$ cat config.mk
export PLATFORM = sky130hd
export DESIGN_NAME = ibex_rf_write_sequencer
export DESIGN_NICKNAME = d
export VERILOG_FILES = /design/src/rtl/ibex_rf_wseq_pkg.sv /design/src/rtl/ibex_rf_wseq_fifo.sv /design/src/rtl/ibex_rf_write_sequencer.sv
export SDC_FILE = /design/constraint.sdc
export NUM_CORES = 1
export LEC_CHECK = 0
export CAP_MARGIN = 25
export CORE_ASPECT_RATIO = 1.25
export CORE_MARGIN = 2
export CORE_UTILIZATION = 45
export DETAILED_ROUTE_END_ITERATION = 12
export PLACE_DENSITY_LB_ADDON = 0.05
export RECOVER_POWER = 100
export SYNTH_ARGS = -nofsm -noshare
export SYNTH_HDL_FRONTEND = slang
export SYNTH_SLANG_ARGS = --single-unit
export TNS_END_PERCENT = 100
$ cat constraint.sdc
create_clock -name clk_i -period 5.8 [get_ports clk_i]
set_clock_uncertainty 0.1 [all_clocks]
set_input_delay 1.16 -clock clk_i [delete_from_list [all_inputs] [get_ports clk_i]]
set_output_delay 1.16 -clock clk_i [all_outputs]
set_load 0.1 [all_outputs]
$ cat src/rtl/ibex_rf_wseq_pkg.sv
// ibex_rf_wseq_pkg: shared state type and register-file geometry helpers for the write sequencer.
package ibex_rf_wseq_pkg;
  typedef enum logic {RfWseqInit, RfWseqRun} rf_wseq_state_e;
  localparam int unsigned RfPortAddrW = 5;
  function automatic int unsigned rf_addr_width(input bit rv32e);
    return rv32e ? 4 : 5;
  endfunction
  function automatic int unsigned rf_num_words(input bit rv32e);
    return 1 << rf_addr_width(rv32e);
  endfunction
endpackage

$ cat src/rtl/ibex_rf_wseq_fifo.sv
// ibex_rf_wseq_fifo: circular load-write buffer with kill-by-address and a pending-register mask.
module ibex_rf_wseq_fifo import ibex_rf_wseq_pkg::*; #(
  parameter int unsigned DataWidth = 32,
  parameter int unsigned FifoDepth = 2,
  parameter int unsigned AddrWidth = 5,
  parameter int unsigned NumWords  = 32
) (
  input  logic                   clk_i,
  input  logic                   rst_i,
  input  logic                   push_i,
  input  logic [RfPortAddrW-1:0] push_addr_i,
  input  logic [DataWidth-1:0]   push_data_i,
  input  logic                   pop_i,
  input  logic                   kill_i,
  input  logic [RfPortAddrW-1:0] kill_addr_i,
  output logic                   full_o,
  output logic                   head_valid_o,
  output logic                   head_live_o,
  output logic [RfPortAddrW-1:0] head_addr_o,
  output logic [DataWidth-1:0]   head_data_o,
  output logic [NumWords-1:0]    pending_o
);
  typedef struct packed {
    logic                   live;
    logic [RfPortAddrW-1:0] addr;
    logic [DataWidth-1:0]   data;
  } rf_wseq_entry_t;
  localparam int unsigned PtrW = FifoDepth > 1 ? $clog2(FifoDepth) : 1;
  localparam int unsigned CntW = $clog2(FifoDepth + 1);
  rf_wseq_entry_t mem_q [FifoDepth];
  rf_wseq_entry_t mem_d [FifoDepth];
  logic [PtrW-1:0] rptr_q, wptr_q;
  logic [CntW-1:0] cnt_q;
  function automatic logic [PtrW-1:0] inc(input logic [PtrW-1:0] p);
    return (p == PtrW'(FifoDepth - 1)) ? '0 : p + 1'b1;
  endfunction
  // Popped slots lose their live bit, so live alone marks occupied, non-killed entries.
  always_comb begin
    mem_d = mem_q;
    for (int i = 0; i < FifoDepth; i++)
      if (kill_i && mem_q[i].addr[AddrWidth-1:0] == kill_addr_i[AddrWidth-1:0]) mem_d[i].live = 1'b0;
    if (pop_i) mem_d[rptr_q].live = 1'b0;
    if (push_i) mem_d[wptr_q] = '{live: !(kill_i && push_addr_i[AddrWidth-1:0] == kill_addr_i[AddrWidth-1:0]),
                                  addr: push_addr_i, data: push_data_i};
  end
  always_ff @(posedge clk_i) begin
    if (rst_i) begin
      for (int i = 0; i < FifoDepth; i++) mem_q[i] <= '0;
      rptr_q <= '0;
      wptr_q <= '0;
      cnt_q  <= '0;
    end else begin
      mem_q  <= mem_d;
      rptr_q <= pop_i ? inc(rptr_q) : rptr_q;
      wptr_q <= push_i ? inc(wptr_q) : wptr_q;
      cnt_q  <= cnt_q + CntW'(push_i) - CntW'(pop_i);
    end
  end
  always_comb begin
    pending_o = '0;
    for (int i = 0; i < FifoDepth; i++)
      if (mem_q[i].live) pending_o[mem_q[i].addr[AddrWidth-1:0]] = 1'b1;
  end
  assign full_o       = cnt_q == CntW'(FifoDepth);
  assign head_valid_o = cnt_q != '0;
  assign head_live_o  = mem_q[rptr_q].live;
  assign head_addr_o  = mem_q[rptr_q].addr;
  assign head_data_o  = mem_q[rptr_q].data;
endmodule

$ cat src/rtl/ibex_rf_write_sequencer.sv
// ibex_rf_write_sequencer: sole driver of the FF register-file write port, merging wb and queued lsu writes.
// Define IBEX_RF_WSEQ_INIT_EN to sweep every register to WordZeroVal after reset.
module ibex_rf_write_sequencer import ibex_rf_wseq_pkg::*; #(
  parameter bit                   RV32E       = 1'b0,
  parameter int unsigned          DataWidth   = 32,
  parameter int unsigned          FifoDepth   = 2,
  parameter logic [DataWidth-1:0] WordZeroVal = '0
) (
  input  logic                                clk_i,
  input  logic                                rst_i,
  input  logic                                wb_valid_i,
  input  logic [4:0]                          wb_addr_i,
  input  logic [DataWidth-1:0]                wb_data_i,
  input  logic                                lsu_valid_i,
  output logic                                lsu_ready_o,
  input  logic [4:0]                          lsu_addr_i,
  input  logic [DataWidth-1:0]                lsu_data_i,
  output logic [4:0]                          rf_waddr_o,
  output logic [DataWidth-1:0]                rf_wdata_o,
  output logic                                rf_we_o,
  output logic [rf_num_words(RV32E)-1:0]      pending_o,
  output logic                                init_done_o,
  output logic                                err_o
);
  localparam int unsigned AW = rf_addr_width(RV32E);
  localparam int unsigned NW = rf_num_words(RV32E);
  logic run, full, head_valid, head_live;
  logic wb_hi, lsu_hi, wb_sel, pop, push, lsu_hs, we_d, we_q, err_d, err_q;
  logic [4:0] head_addr, waddr_d, waddr_q;
  logic [DataWidth-1:0] head_data, wdata_d, wdata_q;
`ifdef IBEX_RF_WSEQ_INIT_EN
  rf_wseq_state_e state_q, state_d;
  logic [AW-1:0] idx_q, idx_d;
  assign run = state_q == RfWseqRun;
  always_comb begin
    state_d = state_q;
    idx_d   = idx_q;
    if (!run) begin
      idx_d = idx_q + 1'b1;
      if (idx_q == AW'(NW - 1)) state_d = RfWseqRun;
    end
  end
  always_ff @(posedge clk_i) begin
    if (rst_i) begin
      state_q <= RfWseqInit;
      idx_q   <= AW'(1);
    end else begin
      state_q <= state_d;
      idx_q   <= idx_d;
    end
  end
`else
  logic unused_word_zero;
  assign unused_word_zero = ^WordZeroVal;
  assign run = 1'b1;
`endif
  assign wb_hi       = RV32E && wb_addr_i[4];
  assign lsu_hi      = RV32E && lsu_addr_i[4];
  assign lsu_ready_o = run && !full && !rst_i;
  assign lsu_hs      = lsu_valid_i && lsu_ready_o;
  assign push        = lsu_hs && !lsu_hi && lsu_addr_i[AW-1:0] != '0;
  assign wb_sel      = run && wb_valid_i && !wb_hi && wb_addr_i[AW-1:0] != '0;
  // Any wb request, even to x0, owns the cycle's write slot.
  assign pop         = run && !wb_valid_i && head_valid;
  assign err_d       = err_q || (wb_valid_i && (!run || wb_hi)) || (lsu_hs && lsu_hi);
  always_comb begin
    we_d    = wb_sel || (pop && head_live);
    waddr_d = wb_sel ? wb_addr_i : head_addr;
    wdata_d = wb_sel ? wb_data_i : head_data;
`ifdef IBEX_RF_WSEQ_INIT_EN
    if (!run) begin
      we_d    = 1'b1;
      waddr_d = 5'(idx_q);
      wdata_d = WordZeroVal;
    end
`endif
  end
  always_ff @(posedge clk_i) begin
    if (rst_i) begin
      we_q    <= 1'b0;
      waddr_q <= '0;
      wdata_q <= '0;
      err_q   <= 1'b0;
    end else begin
      we_q    <= we_d;
      waddr_q <= waddr_d;
      wdata_q <= wdata_d;
      err_q   <= err_d;
    end
  end
  ibex_rf_wseq_fifo #(
    .DataWidth(DataWidth),
    .FifoDepth(FifoDepth),
    .AddrWidth(AW),
    .NumWords (NW)
  ) u_fifo (
    .clk_i       (clk_i),
    .rst_i       (rst_i),
    .push_i      (push),
    .push_addr_i (lsu_addr_i),
    .push_data_i (lsu_data_i),
    .pop_i       (pop),
    .kill_i      (wb_sel),
    .kill_addr_i (wb_addr_i),
    .full_o      (full),
    .head_valid_o(head_valid),
    .head_live_o (head_live),
    .head_addr_o (head_addr),
    .head_data_o (head_data),
    .pending_o   (pending_o)
  );
  assign rf_we_o     = we_q;
  assign rf_waddr_o  = waddr_q;
  assign rf_wdata_o  = wdata_q;
  assign err_o       = err_q;
  assign init_done_o = run;
endmodule
==> impl_summary.log, run 1 <==
INFO  metric power_leakage = about 2.6 nW
INFO  metric min_period_over_period = 0.8045
INFO  metric global_route_wire_length_before_repair = about 25000 um
INFO  metric synth_largest_area_cell = dfxtp_1
INFO  metric post_cts_buffers = 0
INFO  metric worstSetupEndpointType = flop
INFO  metric fin_util = 0.6210
INFO  metric synth_nets = slightly above 700
INFO  metric pin_count = 151
INFO  metric first_global_vias = approximately 5.1k
INFO  metric run_status = finished with violations
INFO  metric clk-insertion-delay-late = roughly 0.40 ns
INFO  metric grt_resource_usage_total = 0.2296
INFO  metric setup_repair_after_global_routing_missed_its_margin = no
INFO  metric die_height = 128.9 um
INFO  metric worst_pin_slew = between 3 and 4 ns
INFO  metric timing_max_transition_violations_final = 232
INFO  metric mappedNetlistArea = 5617 sq um
INFO  metric postCtsResizedCells = 0
INFO  metric worst_hold_path_type = reg -> reg
INFO  metric cts-hold-fix-buffers = 0
INFO  metric synth-edff-count = 0
INFO  metric post-route-worst-setup-slack = between 1 and 1.5 ns
INFO  metric synthToLayoutAreaGrowth = 34.46%
INFO  metric cp.arrival = 4.88 ns
INFO  metric power-per-cell-area = about 330 nW/um^2
INFO  metric min_period = roughly 4.7 ns
INFO  metric min_path_cells = 2
INFO  metric ant_nets = 0
INFO  metric syn-mean-instance-area = 8.708 sq um
INFO  metric ff2ff_setup_slack = 3.72 ns
INFO  metric fmax = roughly 0.21 GHz
INFO  metric hold_viol = 0
INFO  metric maximum_number_of_pins_on_one_net_before_global_route_repair = 80
INFO  metric async_reset_ff_frac = 0
INFO  metric place.port_buffers = 148
INFO  metric post_place_setup_slack = about 2.0 ns
INFO  metric synth.lib_cells_used.distinct = 42
INFO  metric hpwl = roughly 9700 um
INFO  metric coreArea = between 10000 and 15000 sq um
INFO  metric fin_tns_setup = 0 ns
INFO  metric cts_root_buffer = clkbuf_16
INFO  metric cts_sinks = around 120
INFO  metric number_of_cells_traversed_by_the_worst_register_to_register_path = 5
INFO  metric r2r_start = u_fifo.cnt_q[0]
INFO  metric worst_path_dominant_cell_family = buffers and inverters
INFO  metric syn_inst = approximately 650
INFO  metric synth_area_leaders = dfxtp_1 42%, a211oi_2 8.2%, a21oi_1 6.9%
INFO  metric remaining_drc_errors = 0
INFO  metric worstReg2RegEnd = u_fifo.mem_q[37]
INFO  metric cpMaxStageDelayCell = clkbuf_1
INFO  metric layout.area.seq = roughly 2400 sq um
INFO  metric setup_viol = 0
INFO  metric drt_first_pass_iters = 5
INFO  metric maxCapViolations = 4
INFO  metric number_of_buffers_inserted_during_clock_tree_synthesis = 17
INFO  metric synth_warnings = 0
INFO  metric critical_path_peak_fanout = 70
INFO  metric synth_ff_type = dfxtp_1
INFO  metric holdPathEnd = u_fifo.mem_q[66]
INFO  metric route.detailed.wl_per_inst = around 16 um
INFO  metric failed_checks = max-capacitance violations, max-slew violations
INFO  metric row_count = between 40 and 50
INFO  metric cp-start-kind = primary input
INFO  metric synthDominantCellAreaShare = 0.4206
INFO  metric grt-ovfl-total = 0
INFO  metric layout_commonest_cell = dfxtp_1
INFO  metric sequential_fraction_of_the_synthesis_area = 0.4206
INFO  metric layout_cell_share_with_drive_strength_beyond_1 = 0.1035
INFO  metric timing.max_slew.rel_slack = -1.014
INFO  metric timing.setup.critical_path_class = in -> reg
INFO  metric detail_route.wirelength = 15140 um
INFO  metric number_of_drc_violations_after_detailed_routing_iteration_0 = between 300 and 400
INFO  metric timing.critical_path.slowest_cell_delay = 2.14 ns
INFO  metric cts.clk_slew.worst_paths = approximately 0.05 ns
INFO  metric number_of_antenna_violations_at_the_first_check_in_global_routing = 0
INFO  metric hold_start = u_fifo.mem_q[66]
INFO  metric floorplan.initialDensity = 0.4618
INFO  metric nets = 830
INFO  metric clockBufferDepth = 2
INFO  metric final_cell_mix = 117 x dfxtp_1, 77 x a21oi_1, 75 x nand3_1
INFO  metric total_area_of_multi_input_combinational_cells = between 2000 and 3000 sq um
INFO  metric cts_max_level = 4
INFO  metric maximum_vdd_ir_drop = 0.0001992 V
INFO  metric nFillCells = 1118
INFO  metric crit_chain = dlygate4sd3_1 > nor3_1 > nand2_2 > clkbuf_1 > nand2_1 > o22ai_1
INFO  metric die_outline_area = 13400 sq um
INFO  metric critPathRequiredTime = 6.02 ns
INFO  metric cts_tree = yes
INFO  metric critical_path_buf_inv_count = 2
INFO  metric via_per_inst = about 5.6
INFO  metric vias = ~5.2k
INFO  metric flop_and_latch_count_out_of_synthesis = around 120
INFO  metric place.gp.congestion = slightly below 0.9
INFO  metric dieWidth = just over 100 um
INFO  metric n_antenna_cell = 0
-- final cells by class --
class                           instances  area share
Clock buffer                           20     0.06047
Timing Repair Buffer                  157      0.2048
Inverter                                5    0.002485
Tap cell                              164     0.02717
Multi-Input combinational cell        451      0.3784
Clock inverter                         12     0.01375
Sequential cell                       118      0.3130
-- per-layer routing --
metal	vias to the layer above	GRT usage	wire length [um]
li1	2550	-	-
met1	2498	0.2781	6454
met2	166	0.4036	7671
met3	15	0.05167	834
met4	0	0.07949	183
met5	-	0	0
-- registers in the layout, summed over array words and instances (netlist names) --
register / count
rf_we_o: 1
rf_wdata_o: 32
u_fifo.wptr_q: 1
u_fifo.rptr_q: 1
rf_waddr_o: 5
u_fifo.mem_q: 76
u_fifo.cnt_q: 2
-- worst register-to-register path, cell delays in order, from the launching register on --
cell     delay (ns)
dfxtp_1        0.45
nor2b_2        0.12
or3_1          0.56
buf_4          0.33
o21ai_0        0.24
o32ai_1        0.12
-- synthesized netlist by cell type (2+ instances only) --
library cell  instances
dfxtp_1             118
a21oi_1              77
nand3_1              75
o21ai_0              73
clkbuf_1             55
nor2_1               42
a211oi_2             37
mux2i_1              37
o22ai_1              33
nand2_1              12
xnor2_1              12
nand3b_1             10
buf_6                 8
xor2_1                6
buf_2                 5
inv_1                 5
or3b_2                4
nor4_1                3
o21ai_1               3
or3_1                 3
buf_4                 2
conb_1                2
ha_1                  2
nor2_2                2
or3b_1                2
-- through the flow --
step,area [sq um],hold slack [ns],std cells,power (mW)
after floorplan,5617,0.3532,645,1.389
after global placement,7052,0.3586,894,1.554
after detailed placement,7072,0.3657,895,1.563
after CTS,7632,0.3738,927,2.544
after global routing,7552,0.3954,927,2.609
final,7552,0.3699,927,2.507
-- how the worst max path moves through the flow --
| stage | start | end | cells past startpoint |
|---|---|---|---|
| after floorplan | rst_i | lsu_ready_o | 2 |
| after global placement | wb_addr_i[0] | u_fifo.mem_q[37] | 6 |
| after detailed placement | wb_addr_i[0] | u_fifo.mem_q[37] | 6 |
| after CTS | u_fifo.mem_q[73] | pending_o[8] | 3 |
| after global routing | lsu_addr_i[3] | u_fifo.mem_q[75] | 6 |
| final | lsu_addr_i[3] | u_fifo.mem_q[75] | 6 |
-- kinds of logic (layout without fill, tap and decap cells) --
| kind of cell | count (synthesis) | in the layout | synth area share |
|---|---|---|---|
| buffers and inverters | 76 | 194 | 0.06416 |
| and+or+nand+nor | 162 | 162 | 0.1468 |
| xor gates and xnor gates | 18 | 18 | 0.02807 |
| adders and majority gates | 2 | 2 | 0.004455 |
| other | 2 | 2 | 0.001337 |
| DFF | 118 | 118 | 0.4206 |
| AOI/OAI and AO/OA | 229 | 229 | 0.2667 |
| muxes | 38 | 38 | 0.06794 |
-- power by group --
group | internal (mW) | switching (mW) | leakage (nW)
Clock | 0.609 | 0.368 | 0.272
Combinational | 0.206 | 0.389 | 1.40
Sequential | 0.871 | 0.0641 | 0.965
Total | 1.69 | 0.821 | 2.64
Note: power is estimated with default switching activity, not from simulation.
==> run 2, diff against run 1 <==
--- a/config.mk
+++ b/config.mk
@@ -8,7 +8,7 @@
 export CAP_MARGIN = 25
 export CORE_ASPECT_RATIO = 1.25
 export CORE_MARGIN = 2
-export CORE_UTILIZATION = 45
+export CORE_UTILIZATION = 44
 export DETAILED_ROUTE_END_ITERATION = 12
 export PLACE_DENSITY_LB_ADDON = 0.05
 export RECOVER_POWER = 100
==> constraint.sdc (replaced) <==
create_clock -name clk_i -period 4.2 [get_ports clk_i]
set_clock_uncertainty 0.1 [all_clocks]
set_input_delay 0.84 -clock clk_i [delete_from_list [all_inputs] [get_ports clk_i]]
set_output_delay 0.84 -clock clk_i [all_outputs]
set_load 0.1 [all_outputs]
==> impl_summary.log, run 2 (same netlist as run 1, synthesis figures left out) <==
INFO  metric hold_viol = 0 (unchanged)
INFO  metric remaining_drc_errors = 0 (unchanged)
INFO  metric total_area_of_multi_input_combinational_cells = 2848 sq um (-0.35%)
INFO  metric synthToLayoutAreaGrowth = 30.83%
INFO  metric layout_commonest_cell = dfxtp_1
INFO  metric number_of_antenna_violations_at_the_first_check_in_global_routing = 0 (unchanged)
INFO  metric layout.cell_area.non_filler = 7348 sq um (-2.7%)
INFO  metric cpMaxStageDelayCell = clkbuf_1
INFO  metric row_count = 46 (+2.2%)
INFO  metric post_place_setup_slack = 1.003 ns (-0.9585 ns)
INFO  metric cts_max_level = 4 (unchanged)
INFO  metric detail_route.wirelength = 15480 um (+2.2%)
INFO  metric worstSetupEndpointType = primary output
INFO  metric via_per_inst = 5.686 (+0.80%)
INFO  metric cp-start-kind = flop
INFO  metric min_period_over_period = 0.8386
INFO  metric hpwl = 9851 um (+1.5%)
INFO  metric final_non_filler_cells = 932 (+0.54%)
INFO  metric fin_tns_setup = 0 ns (unchanged)
INFO  metric fmax = between 0.2 and 0.3 GHz
INFO  metric die_outline_area = 13690 sq um (+2.2%)
INFO  metric largest_reg_flops = 76 (unchanged)
INFO  metric post-route-worst-setup-slack = 0.6777 ns (-0.4562 ns)
INFO  metric dieWidth = 105.1 um (+1.1%)
INFO  metric cp.arrival = 2.58 ns (-2.30 ns)
INFO  metric worst_hold_path_type = reg -> reg
INFO  metric ant_nets = 0 (unchanged)
INFO  metric cts_sinks = 118 (unchanged)
INFO  metric final_cell_mix = 118 x dfxtp_1, 77 x a21oi_1, 76 x o21ai_0
INFO  metric coreArea = 12600 sq um (+3.6%)
INFO  metric setup_repair_after_global_routing_missed_its_margin = no
INFO  metric clockBufferDepth = 2 (unchanged)
INFO  metric run_status = finished with violations
INFO  metric grt-ovfl-total = 0 (unchanged)
INFO  metric timing.setup.critical_path_class = reg -> out
INFO  metric power_leakage = 2.453 nW (-7.1%)
INFO  metric cts-hold-fix-buffers = 0 (unchanged)
INFO  metric timing.max_slew.rel_slack = -0.05293 (+0.9610)
INFO  metric number_of_drc_violations_after_detailed_routing_iteration_0 = 400 (+24%)
INFO  metric hold_start = u_fifo.mem_q[47]
INFO  metric critical_path_peak_fanout = 11 (-84%)
INFO  metric failed_checks = max-capacitance violations, max-slew violations
INFO  metric power-per-cell-area = 476.9 nW/um^2 (+44%)
INFO  metric drt_first_pass_iters = 5 (unchanged)
INFO  metric pin_count = 151 (unchanged)
INFO  metric crit_chain = or3b_2 > o22ai_1 > clkbuf_1
INFO  metric floorplan.initialDensity = 0.4456 (-0.01623)
INFO  metric worst_hold_slack = 0.3751 ns (+0.005271 ns)
INFO  metric worst_pin_slew = 1.577 ns (-1.444 ns)
INFO  metric report.power.total = 3.504 mW (+40%)
INFO  metric place.port_buffers = 148 (unchanged)
INFO  metric cts_root_buffer = clkbuf_16
INFO  metric postCtsResizedCells = 0 (unchanged)
INFO  metric timing_max_transition_violations_final = 27 (-88%)
INFO  metric min_period = between 3 and 4 ns
INFO  metric placed_cell_count = 901 (+0.67%)
INFO  metric layout.area.seq = 2362 sq um (about the same)
INFO  metric cts_tree = yes
INFO  metric nets = 832 (+0.24%)
INFO  metric global_route_wire_length_before_repair = 24670 um (-1.4%)
INFO  metric r2r_start = u_fifo.cnt_q[1]
INFO  metric maximum_number_of_pins_on_one_net_before_global_route_repair = 73 (-8.8%)
INFO  metric first_global_vias = 5067 (+0.30%)
INFO  metric vias = 5299 (+1.3%)
INFO  metric number_of_buffers_inserted_during_clock_tree_synthesis = 17 (unchanged)
INFO  metric fin_util = 0.5830 (-0.03800)
INFO  metric place.gp.congestion = 0.8025 (-7.1%)
INFO  metric nFillCells = 1166 (+4.3%)
INFO  metric n_antenna_cell = 0 (unchanged)
INFO  metric post_cts_buffers = 0 (unchanged)
INFO  metric route.detailed.wl_per_inst = 16.61 um (+1.7%)
INFO  metric die_height = 130.3 um (+1.1%)
INFO  metric layout_cell_share_with_drive_strength_beyond_1 = 0.1034 (-0.0001355)
INFO  metric setup_viol = 0 (unchanged)
INFO  metric maximum_vdd_ir_drop = 0.0002975 V (+49%)
INFO  metric worst_setup_path_startpoint = u_fifo.mem_q[74]
INFO  metric critPathRequiredTime = 3.26 ns (-2.76 ns)
INFO  metric worst_path_dominant_cell_family = buffers and inverters
INFO  metric cts.clk_slew.worst_paths = 0.05 ns (about the same)
INFO  metric grt_resource_usage_total = 0.2230 (-0.006616)
INFO  metric maxCapViolations = 1 (-3)
INFO  metric clk-insertion-delay-late = 0.41 ns (about the same)
INFO  metric critical_path_buf_inv_count = 1 (-1)
INFO  metric timing.critical_path.slowest_cell_delay = 0.88 ns (-1.26 ns)
INFO  metric post_dp_cell_area = 6999 sq um (-1.0%)
INFO  metric max_flop_register = u_fifo.mem_q
-- run 2: path summary, 6_finish.rpt --
path | end | slack [ns] | cells after the start
worst max-delay path | pending_o[18] | 0.68 | 3
worst min-delay path | u_fifo.mem_q[47] | 0.38 | 2
worst max register to register | u_fifo.mem_q[37] | 1.56 | 5
worst min register to register | u_fifo.mem_q[47] | 0.38 | 2
-- run 2: tightest hold or removal path, stage by stage, from the launching register on --
cell and delay, ns:
dfxtp_1 0.30, o21ai_0 0.06, a21oi_1 0.06
-- run 2: where the power goes --
part           total (mW)  switching, mW  internal, mW
clock network        1.39          0.509         0.883
registers            1.29         0.0921          1.20
logic               0.817          0.534         0.283
total                3.50           1.14          2.37
-- run 2: final cells by class --
| type | count | area share |
|---|---|---|
| Timing Repair Buffer | 159 | 0.1820 |
| Tap cell | 168 | 0.02861 |
| Multi-Input combinational cell | 451 | 0.3875 |
| Clock inverter | 12 | 0.01754 |
| Inverter | 5 | 0.002554 |
| Sequential cell | 118 | 0.3215 |
| Clock buffer | 19 | 0.06028 |
-- run 2: routing by layer --
metal | track usage | vias to the layer above | routed length [um]
li1 | - | 2551 | -
met3 | 0.05694 | 20 | 863
met2 | 0.3896 | 184 | 7662
met1 | 0.2697 | 2544 | 6765
met5 | 0 | - | 0
met4 | 0.07216 | 0 | 189
